==> src/rtl/pipe_ctrl_pkg.sv <==
// Shared constants and types for the pipeline hazard/stall controller.
package pipe_ctrl_pkg;

  // Decode-stage operand mux selects
  localparam logic [1:0] FWD_RF   = 2'd0;
  localparam logic [1:0] FWD_EALU = 2'd1;
  localparam logic [1:0] FWD_MALU = 2'd2;
  localparam logic [1:0] FWD_MMEM = 2'd3;

  // Memory-wait sequencer states
  typedef enum logic [1:0] {
    RUN   = 2'd0,
    MWAIT = 2'd1,
    HALT  = 2'd2
  } state_e;

  // A writing stage matches a source only when its destination is not r0
  function automatic logic reg_hit(input logic wr, input logic [4:0] rn,
                                   input logic [4:0] src);
    return wr && (rn != 5'd0) && (rn == src);
  endfunction

endpackage

==> src/rtl/pipe_hazard_ctrl_if.sv <==
// Pipeline <-> hazard controller signal bundle. The controller is the slave.
interface pipe_hazard_ctrl_if;
  logic [4:0]  rs, rt;
  logic        d_users, d_usert;
  logic        ewreg, em2reg;
  logic [4:0]  ern;
  logic        mwreg, mm2reg, mwmem;
  logic [4:0]  mrn;
  logic        dmem_ack;
  logic [1:0]  fwda, fwdb;
  logic        wpcir, dbubble, pipe_hold, mwbubble, dmem_req, mem_err;
  logic [31:0] luse_cnt, mwait_cnt;

  modport slave (
    input  rs, rt, d_users, d_usert, ewreg, em2reg, ern,
           mwreg, mm2reg, mwmem, mrn, dmem_ack,
    output fwda, fwdb, wpcir, dbubble, pipe_hold, mwbubble, dmem_req,
           mem_err, luse_cnt, mwait_cnt
  );

  modport master (
    output rs, rt, d_users, d_usert, ewreg, em2reg, ern,
           mwreg, mm2reg, mwmem, mrn, dmem_ack,
    input  fwda, fwdb, wpcir, dbubble, pipe_hold, mwbubble, dmem_req,
           mem_err, luse_cnt, mwait_cnt
  );
endinterface

==> src/rtl/pipe_fwd_sel.sv <==
// Per-source forwarding select and load-use detect (purely combinational).
module pipe_fwd_sel
  import pipe_ctrl_pkg::*;
(
  input  logic [4:0] src_i,
  input  logic       use_i,
  input  logic       ewreg_i,
  input  logic       em2reg_i,
  input  logic [4:0] ern_i,
  input  logic       mwreg_i,
  input  logic       mm2reg_i,
  input  logic [4:0] mrn_i,
  output logic [1:0] sel_o,
  output logic       luse_o
);
  logic e_hit, m_hit;

  assign e_hit = reg_hit(ewreg_i, ern_i, src_i);
  assign m_hit = reg_hit(mwreg_i, mrn_i, src_i);

  // A load in E cannot forward yet; that case stalls instead. E beats M.
  always_comb begin
    sel_o = FWD_RF;
    if (e_hit && !em2reg_i) sel_o = FWD_EALU;
    else if (m_hit)         sel_o = mm2reg_i ? FWD_MMEM : FWD_MALU;
  end

  // Select is produced regardless of use; the stall only counts real reads
  assign luse_o = e_hit && em2reg_i && use_i;
endmodule

==> src/rtl/pipe_hazard_ctrl.sv <==
// Hazard/stall controller: forwarding, load-use interlock, memory-wait
// sequencer with sticky timeout. Optional perf counters: PIPE_PERF_CNT_EN.
module pipe_hazard_ctrl
  import pipe_ctrl_pkg::*;
#(
  parameter int WAIT_MAX = 16
) (
  input  logic         clock,
  input  logic         resetn,
  pipe_hazard_ctrl_if.slave hz
);
  localparam logic [7:0] WLAST = 8'(WAIT_MAX - 1);

  state_e     state_q, state_d;
  logic [7:0] wcnt_q, wcnt_d;
  logic       mem_err_q, mem_err_d;
  logic       luse_a, luse_b, luse, m_access, hold;

  pipe_fwd_sel u_fwd_a (
    .src_i(hz.rs), .use_i(hz.d_users), .ewreg_i(hz.ewreg), .em2reg_i(hz.em2reg),
    .ern_i(hz.ern), .mwreg_i(hz.mwreg), .mm2reg_i(hz.mm2reg), .mrn_i(hz.mrn),
    .sel_o(hz.fwda), .luse_o(luse_a)
  );

  pipe_fwd_sel u_fwd_b (
    .src_i(hz.rt), .use_i(hz.d_usert), .ewreg_i(hz.ewreg), .em2reg_i(hz.em2reg),
    .ern_i(hz.ern), .mwreg_i(hz.mwreg), .mm2reg_i(hz.mm2reg), .mrn_i(hz.mrn),
    .sel_o(hz.fwdb), .luse_o(luse_b)
  );

  assign luse     = luse_a | luse_b;
  assign m_access = hz.mwmem | hz.mm2reg;
  assign hold     = (m_access && !hz.dmem_ack) || (state_q == HALT);

  // Hold freezes everything, so the interlock waits until release
  assign hz.pipe_hold = hold;
  assign hz.mwbubble  = hold;
  assign hz.wpcir     = !hold && !luse;
  assign hz.dbubble   = !hold && luse;
  assign hz.dmem_req  = m_access && (state_q != HALT);
  assign hz.mem_err   = mem_err_q;

  // Sequencer state, wait counter and sticky error
  always_ff @(posedge clock or negedge resetn) begin
    if (!resetn) begin
      state_q   <= RUN;
      wcnt_q    <= '0;
      mem_err_q <= 1'b0;
    end else begin
      state_q   <= state_d;
      wcnt_q    <= wcnt_d;
      mem_err_q <= mem_err_d;
    end
  end

  // Next state: ack beats timeout on the last wait cycle
  always_comb begin
    state_d   = state_q;
    wcnt_d    = wcnt_q;
    mem_err_d = mem_err_q;
    unique case (state_q)
      RUN: if (m_access && !hz.dmem_ack) begin
        state_d = MWAIT;
        wcnt_d  = '0;
      end
      MWAIT: begin
        wcnt_d = wcnt_q + 8'd1;
        if (hz.dmem_ack) state_d = RUN;
        else if (wcnt_q == WLAST) begin
          state_d   = HALT;
          mem_err_d = 1'b1;
        end
      end
      HALT:    state_d = HALT;
      default: state_d = RUN;
    endcase
  end

`ifdef PIPE_PERF_CNT_EN
  logic [31:0] luse_cnt_q, mwait_cnt_q;

  // Saturating counts of bubble cycles and hold cycles
  always_ff @(posedge clock or negedge resetn) begin
    if (!resetn) begin
      luse_cnt_q  <= '0;
      mwait_cnt_q <= '0;
    end else begin
      if (hz.dbubble && (luse_cnt_q != '1)) luse_cnt_q  <= luse_cnt_q + 32'd1;
      if (hold && (mwait_cnt_q != '1))      mwait_cnt_q <= mwait_cnt_q + 32'd1;
    end
  end

  assign hz.luse_cnt  = luse_cnt_q;
  assign hz.mwait_cnt = mwait_cnt_q;
`else
  assign hz.luse_cnt  = '0;
  assign hz.mwait_cnt = '0;
`endif
endmodule

==> src/flat_wrapper.sv <==
// flat-port wrapper written by rule: the top's interface ports become plain ports
module pipe_hazard_ctrl_flat import pipe_ctrl_pkg::*;
#(
  parameter int WAIT_MAX = 16
)
  (clock, resetn, hz_rs, hz_rt, hz_d_users, hz_d_usert, hz_ewreg, hz_em2reg, hz_ern, hz_mwreg, hz_mm2reg, hz_mwmem, hz_mrn, hz_dmem_ack, hz_fwda, hz_fwdb, hz_wpcir, hz_dbubble, hz_pipe_hold, hz_mwbubble, hz_dmem_req, hz_mem_err, hz_luse_cnt, hz_mwait_cnt);
  pipe_hazard_ctrl_if hz_i ();
  input  logic clock;
  input  logic resetn;
  input wire logic [$bits(hz_i.rs)-1:0] hz_rs;
  input wire logic [$bits(hz_i.rt)-1:0] hz_rt;
  input wire logic [$bits(hz_i.d_users)-1:0] hz_d_users;
  input wire logic [$bits(hz_i.d_usert)-1:0] hz_d_usert;
  input wire logic [$bits(hz_i.ewreg)-1:0] hz_ewreg;
  input wire logic [$bits(hz_i.em2reg)-1:0] hz_em2reg;
  input wire logic [$bits(hz_i.ern)-1:0] hz_ern;
  input wire logic [$bits(hz_i.mwreg)-1:0] hz_mwreg;
  input wire logic [$bits(hz_i.mm2reg)-1:0] hz_mm2reg;
  input wire logic [$bits(hz_i.mwmem)-1:0] hz_mwmem;
  input wire logic [$bits(hz_i.mrn)-1:0] hz_mrn;
  input wire logic [$bits(hz_i.dmem_ack)-1:0] hz_dmem_ack;
  output wire logic [$bits(hz_i.fwda)-1:0] hz_fwda;
  output wire logic [$bits(hz_i.fwdb)-1:0] hz_fwdb;
  output wire logic [$bits(hz_i.wpcir)-1:0] hz_wpcir;
  output wire logic [$bits(hz_i.dbubble)-1:0] hz_dbubble;
  output wire logic [$bits(hz_i.pipe_hold)-1:0] hz_pipe_hold;
  output wire logic [$bits(hz_i.mwbubble)-1:0] hz_mwbubble;
  output wire logic [$bits(hz_i.dmem_req)-1:0] hz_dmem_req;
  output wire logic [$bits(hz_i.mem_err)-1:0] hz_mem_err;
  output wire logic [$bits(hz_i.luse_cnt)-1:0] hz_luse_cnt;
  output wire logic [$bits(hz_i.mwait_cnt)-1:0] hz_mwait_cnt;
  assign hz_i.rs = hz_rs;
  assign hz_i.rt = hz_rt;
  assign hz_i.d_users = hz_d_users;
  assign hz_i.d_usert = hz_d_usert;
  assign hz_i.ewreg = hz_ewreg;
  assign hz_i.em2reg = hz_em2reg;
  assign hz_i.ern = hz_ern;
  assign hz_i.mwreg = hz_mwreg;
  assign hz_i.mm2reg = hz_mm2reg;
  assign hz_i.mwmem = hz_mwmem;
  assign hz_i.mrn = hz_mrn;
  assign hz_i.dmem_ack = hz_dmem_ack;
  assign hz_fwda = hz_i.fwda;
  assign hz_fwdb = hz_i.fwdb;
  assign hz_wpcir = hz_i.wpcir;
  assign hz_dbubble = hz_i.dbubble;
  assign hz_pipe_hold = hz_i.pipe_hold;
  assign hz_mwbubble = hz_i.mwbubble;
  assign hz_dmem_req = hz_i.dmem_req;
  assign hz_mem_err = hz_i.mem_err;
  assign hz_luse_cnt = hz_i.luse_cnt;
  assign hz_mwait_cnt = hz_i.mwait_cnt;
  pipe_hazard_ctrl #(.WAIT_MAX(WAIT_MAX)) u_core (.clock(clock), .resetn(resetn), .hz(hz_i));
endmodule
==> config.mk <==
export PLATFORM = sky130hd
export DESIGN_NAME = pipe_hazard_ctrl_flat
export DESIGN_NICKNAME = d
export VERILOG_FILES = /design/src/rtl/pipe_ctrl_pkg.sv /design/src/rtl/pipe_hazard_ctrl_if.sv /design/src/rtl/pipe_fwd_sel.sv /design/src/rtl/pipe_hazard_ctrl.sv /design/src/flat_wrapper.sv
export SDC_FILE = /design/constraint.sdc
export NUM_CORES = 1
export LEC_CHECK = 0
export ABC_CLOCK_PERIOD_IN_PS = 2100
export BUFFER_PORTS_ARGS = -buffer_cell sky130_fd_sc_hd__buf_2
export CAP_MARGIN = 0
export CORE_MARGIN = 2
export CORE_UTILIZATION = 40
export DETAILED_ROUTE_END_ITERATION = 10
export HOLD_SLACK_MARGIN = 0.03
export PLACE_DENSITY_LB_ADDON = 0.25
export RECOVER_POWER = 50
export SYNTH_ARGS = -nofsm -noshare
export SYNTH_HDL_FRONTEND = slang
export SYNTH_SLANG_ARGS = --single-unit
==> constraint.sdc <==
create_clock -name clock -period 2.1 [get_ports clock]
set_clock_uncertainty 0.15 [all_clocks]
set_input_delay 0.21 -clock clock [delete_from_list [all_inputs] [get_ports clock]]
set_output_delay 0.21 -clock clock [all_outputs]
set_load 0.005 [all_outputs]
== Word-level counts from Yosys, hierarchy flattened ==
Cells that the tools add are included.

* Multiplexer cells: 11
* Bitwise gates (word level): 3
* Add/subtract/negate cells: 1
* Eq/ne operators: 10
* Reduce and logical (&&, ||, !) cells: 28

{| class="wikitable"
|+ Operators by type and width
! cell !! count
|-
| $eq 5x5->1 || 4
|-
| $logic_and 1x1->1 || 16
|-
| $pmux 8 s2 || 1
|-
| $mux 2 || 7
|-
| $reduce_bool 5->1 || 2
|-
| $add 8x1->8 const B || 1
|-
| $eq 8x4->1 const B || 1
|-
| $mux 8 || 1
|-
| $pmux 2 s3 || 1
|-
| $logic_not 1->1 || 4
|-
| $reduce_and 2->1 || 2
|-
| $ne 3x2->1 const B || 1
|-
| $reduce_and 3->1 || 1
|-
| $eq 2x1->1 const B || 1
|-
| $eq 2x2->1 const B || 1
|-
| $logic_not 2->1 || 1
|-
| $ne 2x1->1 const B || 1
|-
| $ne 2x2->1 const B || 1
|-
| $or 1x1->1 || 2
|-
| $reduce_bool 2->1 || 1
|-
| $logic_or 1x1->1 || 1
|-
| $mux 1 || 1
|-
| $not 1->1 || 1
|}

* Flip-flop bits (word level): 11
* Input port bits: 30
* Word-level logic and storage cells: 56
* Output and inout bits: 74

== Logic depth before layout (Yosys ltp) ==
Gate-level depths: netlist of run 1.

* Depth after elaboration: 8
* Gate-level depth with buffers: 6
* Mapped depth without buffers: 5

== Modules after synthesis ==
Synthesis of run 1 repeated with hierarchy kept, for this count alone.

* Cells, all modules: 170
* Area total of the unflattened synthesis: 1416.4 µm²

{| class="wikitable"
|+ Modules (own cells, without submodules)
! module !! area each (µm²) !! times used !! seq. area each (µm²) !! cells each
|-
| pipe_hazard_ctrl || 1056.0 || 1 || 275.3 || 120
|-
| pipe_fwd_sel || 180.2 || 2 || 0.0 || 25
|}

== Least setup slack after synthesis of run 1 ==
No wires, ideal clock.

* Kind: register -> register
* From: reg u_core.state_q[1]
* To: reg u_core.wcnt_q[4]
* Required time: 1821 ps
* Arrival time: 1341 ps
* Setup time: 129 ps
* Cell stages (with the launch flop): 6
* Path slack: 480 ps
* Period minus slack after synthesis: 1620 ps
* Buffers on the path: 1
* Cell sequence: dfrtp_1 > or4_1 > buf_2 > and2_4 > o21ai_2 > o31ai_1

* Longest elaborated chain between the ends: 3
* Elaborated cells between the ends (all ways): 6
* Those cells by class: eq/ne: 2; mux: 1; reduce/logical: 3

{| class="wikitable"
|+ Ends and longest elaborated chain
! what !! RTL line !! text
|-
| from (decl) || pipe_hazard_ctrl.sv:14 || <nowiki>state_e state_q, state_d;</nowiki>
|-
| from (signal assigned) || pipe_hazard_ctrl.sv:50 || <nowiki>state_q <= state_d;</nowiki>
|-
| $eq 2x1->1 or $logic_not 2->1 (tied branches) || pipe_hazard_ctrl.sv:61 || <nowiki>unique case (state_q)</nowiki>
|-
| $reduce_bool 2->1 (no source line) or $ne 2x1->1 (tied branches) || n/a ||
|-
| $reduce_and 2->1 (no source line) || n/a ||
|-
| to (signal assigned) || pipe_hazard_ctrl.sv:51 || <nowiki>wcnt_q <= wcnt_d;</nowiki>
|-
| to (decl) || pipe_hazard_ctrl.sv:15 || <nowiki>logic [7:0] wcnt_q, wcnt_d;</nowiki>
|}

Several ways; a longest one is shown, not always the timed one.
A chain may end at the register's enable or synchronous reset.

== Final worst setup path of run 1 ==
* From: in hz_dmem_ack
* To: out hz_wpcir

* Longest elaborated chain between the ends: 5

{| class="wikitable"
|+ Ends and longest elaborated chain
! what !! RTL line !! text
|-
| from (decl) || flat_wrapper.sv:21 || <nowiki>input wire logic [$bits(hz_i.dmem_ack)-1:0] hz_dmem_ack;</nowiki>
|-
| $logic_not 1->1 || pipe_hazard_ctrl.sv:33 || <nowiki>assign hold = (m_access && !hz.dmem_ack) || (state_q == HALT);</nowiki>
|-
| $logic_and 1x1->1 || pipe_hazard_ctrl.sv:33 ||
|-
| $logic_or 1x1->1 || pipe_hazard_ctrl.sv:33 ||
|-
| $logic_not 1->1 || pipe_hazard_ctrl.sv:38 || <nowiki>assign hz.wpcir = !hold && !luse;</nowiki>
|-
| $logic_and 1x1->1 || pipe_hazard_ctrl.sv:38 ||
|-
| to (decl) || flat_wrapper.sv:24 || <nowiki>output wire logic [$bits(hz_i.wpcir)-1:0] hz_wpcir;</nowiki>
|}

No other way between the ends.

==> results.cfg, run 1 <==
[status]
run_status = complete, no violations

[die]
core_um2 = 3100
die_w_um = 61.7
start_util_pct = 43.0
die-area_um2 = 3810
fp-row-count = 20
die_y_um = 61.7
io_pins = 104

[yosys]
ys_warn_count = 0
syn_area_per_cell_um2 = 8.08
ys_ff_latch = 11
syn_inst = 165
seq_area_frac_synth_pct = 20.6
mappedNetlistArea_um2 = 1330
yosys.cell_types.count = 30

[clocking]
cts_tree = done
clock_path_buffers = 2
clk_pin_slew_ns = 0.07
cts_made_buffers = 3
cts_root_buf = clkbuf_4
htreeDepth = 1
cts_sinks = 11
clk_latency_ns = 0.27

[global_routing]
grt_start_max_net_pins = 12
grt_util_all_layers_pct = 13.8
grt_first_pass_wirelength_um = 3860
grt_pass1_vias = 853
antenna_found_initial = 0
grt_overflow = 0

[layout]
regArea_um2 = 275
multi_input_area_um2 = 795
final_nets = 238
final_common_cell = conb_1
synthToLayoutAreaGrowth_pct = 2.53
fillers = 332
layout_common_cells = conb_1 (64), buf_2 (37), xnor2_1 (12)
drive_above_1_share_pct = 20.9
n_antenna_cell = 0

[setup_path]
critPathMaxStageDelay_ns = 0.54
cpMostUsedCell = buf_2
crit_chain = dlygate4sd3_1 -> buf_2 -> o21ai_0 -> o21ba_2 -> buf_2
cp.required_ns = 1.74
cp-end-kind = output pin
worst_r2r_path_depth = 4
crit_arrival_ns = 1.61
cp-start-kind = input pin
crit_fanout = 4
reg2reg_setup_slack_ns = 0.36
criticalPathCategory = in2out
slowest_stage = dlygate4sd3_1
worstSetupEndpoint = hz_wpcir
worstReg2RegStart = u_core.state_q[1]$_DFFE_PN0P_
crit_start = hz_dmem_ack
reg2reg_to = u_core.wcnt_q[4]$_DFFE_PN0P_

[power_and_ir_drop]
finalPower_uw = 634
p_per_area_nw_per_um2 = 464
ir_worst_vdd_mv = 0.236
leakagePower_uw = 0.000741

[route]
routed_wl_um = 2620
viasPerCell = 4.17
vias = 1042
ant_nets = 0
route.detailed.wl_per_inst_um = 10.5
drc = 0
first_pass_iters = 4
drt-initial-drc-count = 30

[timing]
rsz0062_at_grt = no
maxSlewViolCount = 0
fin_crit_sh_pct = 93.7
slew_headroom_pct = 60.3
finalSetupViolations = 0
finalCriticalPeriod_ns = 1.97
hold_violations = 0
fmax_mhz = 508
totalNegativeSetupSlack_ns = 0
tightest_slew_ns = 0.595

[flow_run]
drv_cap = 0

[hold_path]
hold_path_class = in2async

[placement]
numPortBuffers = 39
gp_congestion = 0.892
place_hpwl_um = 2200
report_power, final:
part / leakage (uW) / total, uW / switching (uW) / internal [uW]
logic: 0.000577 / 223 / 134 / 88.5
clock network: 0.0000150 / 143 / 69.2 / 73.6
registers: 0.000149 / 269 / 27.0 / 241
sequential cells by signal (all words and copies together) (netlist names):
name               count
u_core.hz.mem_err      1
u_core.state_q         2
u_core.wcnt_q          8
area by class of cell:
type	count	share of cell area [%]
Multi-Input combinational cell	149	58.1
Sequential cell	11	20.1
Timing Repair Buffer	41	15.6
Tap cell	44	4.03
Clock buffer	4	1.92
Inverter	1	0.274
stage by stage:
stage / hold slack, ns / cell area, um2 / util [%] / worst slack (ns) / cells
after CTS: 0.0300 / 1360 / 43.8 / 0.268 / 249
after floorplan: -0.236 / 1570 / - / 0.480 / 228
after detailed placement: -0.0584 / 1320 / 42.7 / 0.270 / 244
after global routing: 0.346 / 1370 / 44.1 / 0.0436 / 250
after global placement: -0.0566 / 1320 / 42.7 / 0.273 / 244
final: 0.298 / 1370 / 44.1 / 0.131 / 250
critical path, delay by kind of cell:
family,cells,cell delay (ns)
buf+inv,3,0.81
compound gates,2,0.59
Yosys cell counts, drive strengths merged:
library cell  number  area share, %
nand4              1           0.47
or4                4            2.3
inv                1           0.28
o31ai              4            2.3
o21ai             10            4.0
xnor2             12            7.9
nor2b              3            1.4
xor2               8            5.3
conb               1           0.28
a21oi              1           0.37
a22oi              1           0.56
and3               1           0.47
clkbuf             1           0.28
o21ba              1           0.75
ha                 1           0.94
nor4               2           0.94
nor2               6            1.7
nor3b              2            1.1
nand2              8            2.3
buf               66             37
dfrtp             11             21
a21o               2            1.1
nand3              9            3.4
nand2b             2           0.94
o211ai             3            1.7
and2               1           0.66
nor3               3            1.1
how the worst min path moves through the flow:
| stage | slack (ns) | endpoint | start | cells after the start |
|---|---|---|---|---|
| after detailed placement | -0.06 | u_core.wcnt_q[4]$_DFFE_PN0P_ | resetn | 1 |
| final | 0.30 | u_core.wcnt_q[4]$_DFFE_PN0P_ | resetn | 2 |
| after floorplan | -0.24 | u_core.hz.mem_err$_DFFE_PN0P_ | resetn | 0 |
| after global routing | 0.35 | u_core.state_q[0]$_DFFE_PN0P_ | resetn | 2 |
| after CTS | 0.03 | u_core.state_q[0]$_DFFE_PN0P_ | hz_dmem_ack | 2 |
| after global placement | -0.06 | u_core.wcnt_q[4]$_DFFE_PN0P_ | resetn | 1 |
what timing repair did:
item,in CTS,in global routing
gates resized for setup,0,0
hold endpoints to repair,11,1
hold buffers,1,1
setup buffers,0,0
cell families after synthesis:
logic type | Yosys count | synth area share, %
AO/OA/AOI/OAI | 22 | 10.8
XOR/XNOR | 20 | 13.1
adder cells (fa/ha/maj) | 1 | 0.938
buffers and inverters | 68 | 37.5
flip-flops | 11 | 20.6
other | 1 | 0.281
AND/OR/NAND/NOR | 42 | 16.7
metal layers:
layer	up-vias	share of wire [%]	global-route usage (%)
li1	504	-	-
met1	471	42	17.6
met2	60	48	22.6
met3	7	8.2	3.93
met4	0	1.8	4.26
met5	-	0	0
No activity file was read; power rests on OpenSTA's default activity.
==> run 2: changes to the inputs <==
- CORE_UTILIZATION: 40 -> 41
- SYNTH_HIERARCHICAL: default -> 1
==> run 2 against run 1 <==
Synthesized area up 6.2%; sequential share of layout area fell by 1.5 points; register-to-register slack gained 0.02 ns; synthesized cell count up 3.0%; via count grew 10%; maximum frequency increased by 0.99%; highest routed layer unchanged.
==> results.cfg, run 2 <==
[global_routing]
antenna_found_initial = 0
grt_first_pass_wirelength_um = 4040
grt_util_all_layers_pct = 12.9
grt_start_max_net_pins = 12
grt_overflow = 0
grt_pass1_vias = 901

[yosys]
postSynth.asyncResetShare_pct = 100
syn_inst = 170
synth_largest_area_cell = buf_4
synth_top_area_share_pct = 34.5
syn_area_per_cell_um2 = 8.33
ys_warn_count = 6
synth.area.top_cells = buf_4 (34%), dfrtp_1 (19%), xnor2_1 (6.2%), nor4_1 (3.1%), o21ai_0 (2.1%)
seq_area_frac_synth_pct = 19.4
synth_flop_cell = dfrtp_1
yosys.cell_types.count = 41
ys_ff_latch = 11
ys_top_cells_by_count = buf_4 (65), dfrtp_1 (11), xnor2_1 (10)
synth_most_common_cell = buf_4
synth-edff-count = 0
mappedNetlistArea_um2 = 1420

[setup_path]
cp-start-kind = input pin
crit_fanout = 3
worst_r2r_path_depth = 3
crit_arrival_ns = 1.59
cp-end-kind = output pin
cp.required_ns = 1.74
criticalPathCategory = in2out

[power_and_ir_drop]
finalPower_uw = 636
sw_frac_of_total_pct = 34.9
pwr-share-seq_pct = 42.1
p_per_area_nw_per_um2 = 431
ir_worst_vdd_mv = 0.349
leakagePower_uw = 0.000786
power.switching_uw = 222
clkPwrFrac_pct = 22.0
internal-power_uw = 414
combPwrFrac_pct = 35.9

[layout]
regMostFlops = u_core/wcnt_q
fillers = 354
drive_above_1_share_pct = 27.8
layout_common_cells = conb_1 (64), buf_2 (37), dfrtp_1 (11)
final_common_cell = conb_1
final_nets = 244
synthToLayoutAreaGrowth_pct = 4.15
post-route-util_pct = 44.2
multi_input_area_um2 = 882
n_antenna_cell = 0
regArea_um2 = 275
largest_reg_flops = 8

[clocking]
htreeDepth = 1
cts_sinks = 11
clk_latency_ns = 0.26
cts_root_buf = clkbuf_4
clock_path_buffers = 2
cts_tree = done
postCtsSetupRepairBufs = 0
clk_pin_slew_ns = 0.07
cts_made_buffers = 3

[die]
start_util_pct = 42.4
die_y_um = 62.8
die-area_um2 = 3940
die_w_um = 62.8
fp-row-count = 21
io_pins = 104
core_um2 = 3340

[route]
ant_nets = 0
route.detailed.wl_per_inst_um = 10.7
vias = 1147
drt-initial-drc-count = 39
routed_wl_um = 2760
drc = 0
viasPerCell = 4.45
first_pass_iters = 7

[placement]
numPortBuffers = 39
place_hpwl_um = 2330
gp_congestion = 0.827
place_ws_ns = 0.0791

[timing]
finalCriticalPeriod_ns = 1.95
holdWs_ns = 0.0586
slew_headroom_pct = 60.9
totalNegativeSetupSlack_ns = 0
fmax_mhz = 513
tightest_slew_ns = 0.587
rsz0062_at_grt = no
fin_crit_sh_pct = 92.8
setup_slack_ns = 0.151
maxSlewViolCount = 0
finalSetupViolations = 0
hold_violations = 0

[flow_run]
drv_cap = 0

[hold_path]
hold_path_class = in2reg
hold_path_depth = 2

[status]
run_status = complete, no violations
-- run 2: cell count changes after synthesis, moves of 3 or more --
cell	delta
a211o_1	+3
nand3_1	-5
nor4_1	+5
o211ai_1	-3
o21ai_0	+3
o21ai_1	-6
o31ai_1	-3
xor2_1	-6
-- run 2: final timing paths --
path | startpoint | end | slack (ns)
worst min register to register | u_core/hz.mem_err$_DFFE_PN0P_ | u_core/hz.mem_err$_DFFE_PN0P_ | 0.31
max in group asynchronous | resetn | u_core/wcnt_q[3]$_DFFE_PN0P_ | 1.12
min in group asynchronous | resetn | u_core/wcnt_q[1]$_DFFE_PN0P_ | 0.30
worst max register to register | u_core/wcnt_q[5]$_DFFE_PN0P_ | u_core/hz.mem_err$_DFFE_PN0P_ | 0.38
worst max-delay path | hz_rt[1] | hz_dbubble | 0.15
worst min-delay path | hz_dmem_ack | u_core/state_q[0]$_DFFE_PN0P_ | 0.06
-- run 2: cell type report --
cell class                 count  share of cell area [%]
clock buffer                   4                    1.78
inverter                       6                    1.53
multi-input combinational    150                    59.8
sequential                    11                    18.7
tap                           46                    3.90
timing repair buffer          41                    14.3
-- run 2: critical path, stage by stage --
cell	delay (ns)
buf_2	0.11
inv_2	0.04
a222oi_1	0.33
o2111ai_1	0.23
nor4_2	0.38
nor2_1	0.09
nor2_1	0.08
buf_2	0.12
-- run 2: kinds of logic (layout without fill, tap and decap cells) --
| logic type | Yosys count | count (layout) | synth area share, % |
|---|---|---|---|
| compound gates | 27 | 27 | 15.8 |
| xor+xnor | 12 | 12 | 7.42 |
| fa+ha+maj | 1 | 1 | 0.883 |
| buf+inv | 72 | 51 | 36.3 |
| flops | 11 | 11 | 19.4 |
| mux | 2 | 2 | 1.50 |
| other cells | 1 | 64 | 0.265 |
| simple gates | 44 | 44 | 18.4 |
-- run 2: power groups by stage --
| stage | clock (uW) | sequential [uW] | combinational, uW |
|---|---|---|---|
| 4_1_cts | 151 | 268 | 224 |
| 3_5_place_dp | 0 | 272 | 222 |
| 5_1_grt | 159 | 274 | 255 |
| 2_1_floorplan | 0 | 266 | 233 |
| 3_3_place_gp | 0 | 271 | 222 |
| 6_report | 140 | 268 | 228 |
-- run 2: layer usage --
| layer | global-route usage [%] | share of wire (%) | up-vias |
|---|---|---|---|
| met2 | 21.5 | 50 | 51 |
| met3 | 3.06 | 7.5 | 4 |
| met5 | 0 | 0 | - |
| met1 | 16.0 | 42 | 530 |
| met4 | 5.28 | 1.0 | 0 |
| li1 | - | - | 562 |
-- run 2: metrics by stage --
| stage | std cells | area (um2) |
|---|---|---|
| finish | 258 | 1480 |
| global route | 258 | 1480 |
| CTS | 258 | 1460 |
| detailed placement | 253 | 1420 |
| global placement | 253 | 1420 |
| floorplan | 233 | 1650 |
-- run 2: timing repair --
action | in CTS | in global routing
hold buffers | 1 | 0
gates resized for setup | 0 | 3
endpoints found under the setup margin | 0 | 1
endpoints found under the hold margin | 11 | 0
==> run 3: changes to the inputs <==
--- a/config.mk
+++ b/config.mk
@@ -13,5 +13,5 @@
 export DETAILED_ROUTE_END_ITERATION = 10
 export HOLD_SLACK_MARGIN = 0.03
-export PLACE_DENSITY_LB_ADDON = 0.25
+export PLACE_DENSITY = 0.85
 export RECOVER_POWER = 50
 export SYNTH_ARGS = -nofsm -noshare
--- a/constraint.sdc
+++ b/constraint.sdc
@@ -3,3 +3,3 @@
 set_input_delay 0.21 -clock clock [delete_from_list [all_inputs] [get_ports clock]]
 set_output_delay 0.21 -clock clock [all_outputs]
-set_load 0.005 [all_outputs]
+set_load 0.1 [all_outputs]
==> run 3 against run 2 <==
Via count is 2.0% higher; clock power is essentially flat; first-iteration DRC count is 36% higher; non-clock buffer count increased by 4; critical endpoint is now hz_fwda[0]; largest cell class unchanged; largest power group is now combinational logic.
==> results.cfg, run 3 (same netlist as run 2, synthesis figures left out) <==
[timing]
maxSlewViolCount = 0
fin_crit_sh_pct = 97.5
finalSetupViolations = 0
fmax_mhz = 488
tightest_slew_ns = 1.16
finalCriticalPeriod_ns = 2.05
rsz0062_at_grt = yes
slew_headroom_pct = 23.2
setup_slack_ns = 0.0528
hold_violations = 0

[die]
start_util_pct = 42.4
die_w_um = 62.8
die_y_um = 62.8
fp-row-count = 21
core_um2 = 3340
io_pins = 104
die-area_um2 = 3940

[global_routing]
grt_util_all_layers_pct = 12.5
grt_pass1_vias = 949
grt_first_pass_wirelength_um = 4040
grt_start_max_net_pins = 12
grt_overflow = 0
antenna_found_initial = 0

[layout]
layout_common_cells = conb_1 (64), buf_2 (27), dfrtp_1 (11)
final_common_cell = conb_1
fillers = 323
regMostFlops = u_core/wcnt_q
n_antenna_cell = 0
final_cell_count_no_fill = 262
final_nets = 248
largest_reg_flops = 8
synthToLayoutAreaGrowth_pct = 16.3
drive_above_1_share_pct = 31.5

[route]
drt-initial-drc-count = 53
wl_met1_um = 1060
routed_wl_um = 2620
vias = 1170
route.detailed.wl_per_inst_um = 9.99
viasPerCell = 4.47
dr_wl_met3_um = 198
wl_met2_um = 1370
first_pass_iters = 4
ant_nets = 0
drc = 0
highest_layer = met3

[power_and_ir_drop]
p_per_area_nw_per_um2 = 720
ir_worst_vdd_mv = 0.271
leakagePower_uw = 0.000841
finalPower_uw = 1190

[clocking]
clock_path_buffers = 2
clk_latency_ns = 0.27
cts_made_buffers = 3
cts_tree = done
cts_root_buf = clkbuf_4
htreeDepth = 1
clk_pin_slew_ns = 0.07
cts_sinks = 11

[setup_path]
crit_arrival_ns = 1.69
cp-start-kind = input pin
cp-end-kind = output pin
criticalPathCategory = in2out
cp.required_ns = 1.74
crit_fanout = 5

[flow_run]
drv_cap = 0

[placement]
placed_cells = 255
place_hpwl_um = 2220
numPortBuffers = 39
place_ws_ns = 0.0939
gp_congestion = 0.883

[status]
run_status = complete, no violations

[hold_path]
hold_path_class = in2reg
## run 3: cell types whose count changed in the layout (fill, tap and decap cells not counted), moves of 2 or more
cell / delta
buf_12: +6
buf_4: +5
buf_8: +2
inv_2: +2
buf_2: -10
## run 3: what timing repair did
item                                    CTS  global route
buffers inserted                          0             2
endpoints found under the setup margin    0             1
resized for setup                         0            12
hold buffers                              1             0
endpoints found under the hold margin    11             0
## run 3: worst max-delay path, cell delays in order
cell and delay (ns):
buf_8 0.10, buf_4 0.12, or4_4 0.52, nor2_2 0.12
or3_2 0.14, a2bb2o_2 0.29, buf_12 0.17
## run 3: final cells by class
cell class	count	area, um2	share of cell area [%]
well taps	46	57.6	3.50
flip-flops and latches	11	275	16.7
repair buffers	45	359	21.8
inverters	6	22.5	1.37
clock buffers	3	22.5	1.37
clock inverters	1	5.00	0.304
multi-input cells	150	905	54.9
## run 3: power breakdown
group | total, uW | leakage (uW) | switching, uW | internal [uW]
combinational | 775 | 0.000677 | 657 | 118
clock | 141 | 0.0000177 | 70.5 | 70.4
sequential | 269 | 0.000147 | 28.1 | 241
## run 3: stage by stage
step / hold slack [ns] / TNS [ns] / utilization [%] / instance area [um2]
floorplan: -0.236 / -0.222 / - / 1690
global placement: -0.0619 / 0 / 46.8 / 1560
detailed placement: -0.0626 / 0 / 46.8 / 1560
CTS: 0.0487 / 0 / 47.9 / 1600
global route: 0.0468 / -0.0364 / 49.3 / 1650
finish: 0.0530 / 0 / 49.3 / 1650
## run 3: final timing paths
kind | from | endpoint | slack (ns) | cells after the start
worst max-delay path | hz_ern[1] | hz_fwda[0] | 0.05 | 7
worst min register to register | u_core/wcnt_q[7]$_DFFE_PN0P_ | u_core/wcnt_q[7]$_DFFE_PN0P_ | 0.32 | 1
min in group asynchronous | resetn | u_core/state_q[0]$_DFFE_PN0P_ | 0.31 | 2
worst max register to register | u_core/wcnt_q[5]$_DFFE_PN0P_ | u_core/state_q[1]$_DFFE_PN0P_ | 0.37 | 3
worst min-delay path | hz_dmem_ack | u_core/state_q[0]$_DFFE_PN0P_ | 0.05 | 2
max in group asynchronous | resetn | u_core/wcnt_q[0]$_DFFE_PN0P_ | 1.11 | 2
## run 3: layer usage
metal	vias up	track usage (%)
met3	0	1.26
met5	-	0
met1	530	15.0
met2	76	23.0
li1	564	-
met4	0	4.17
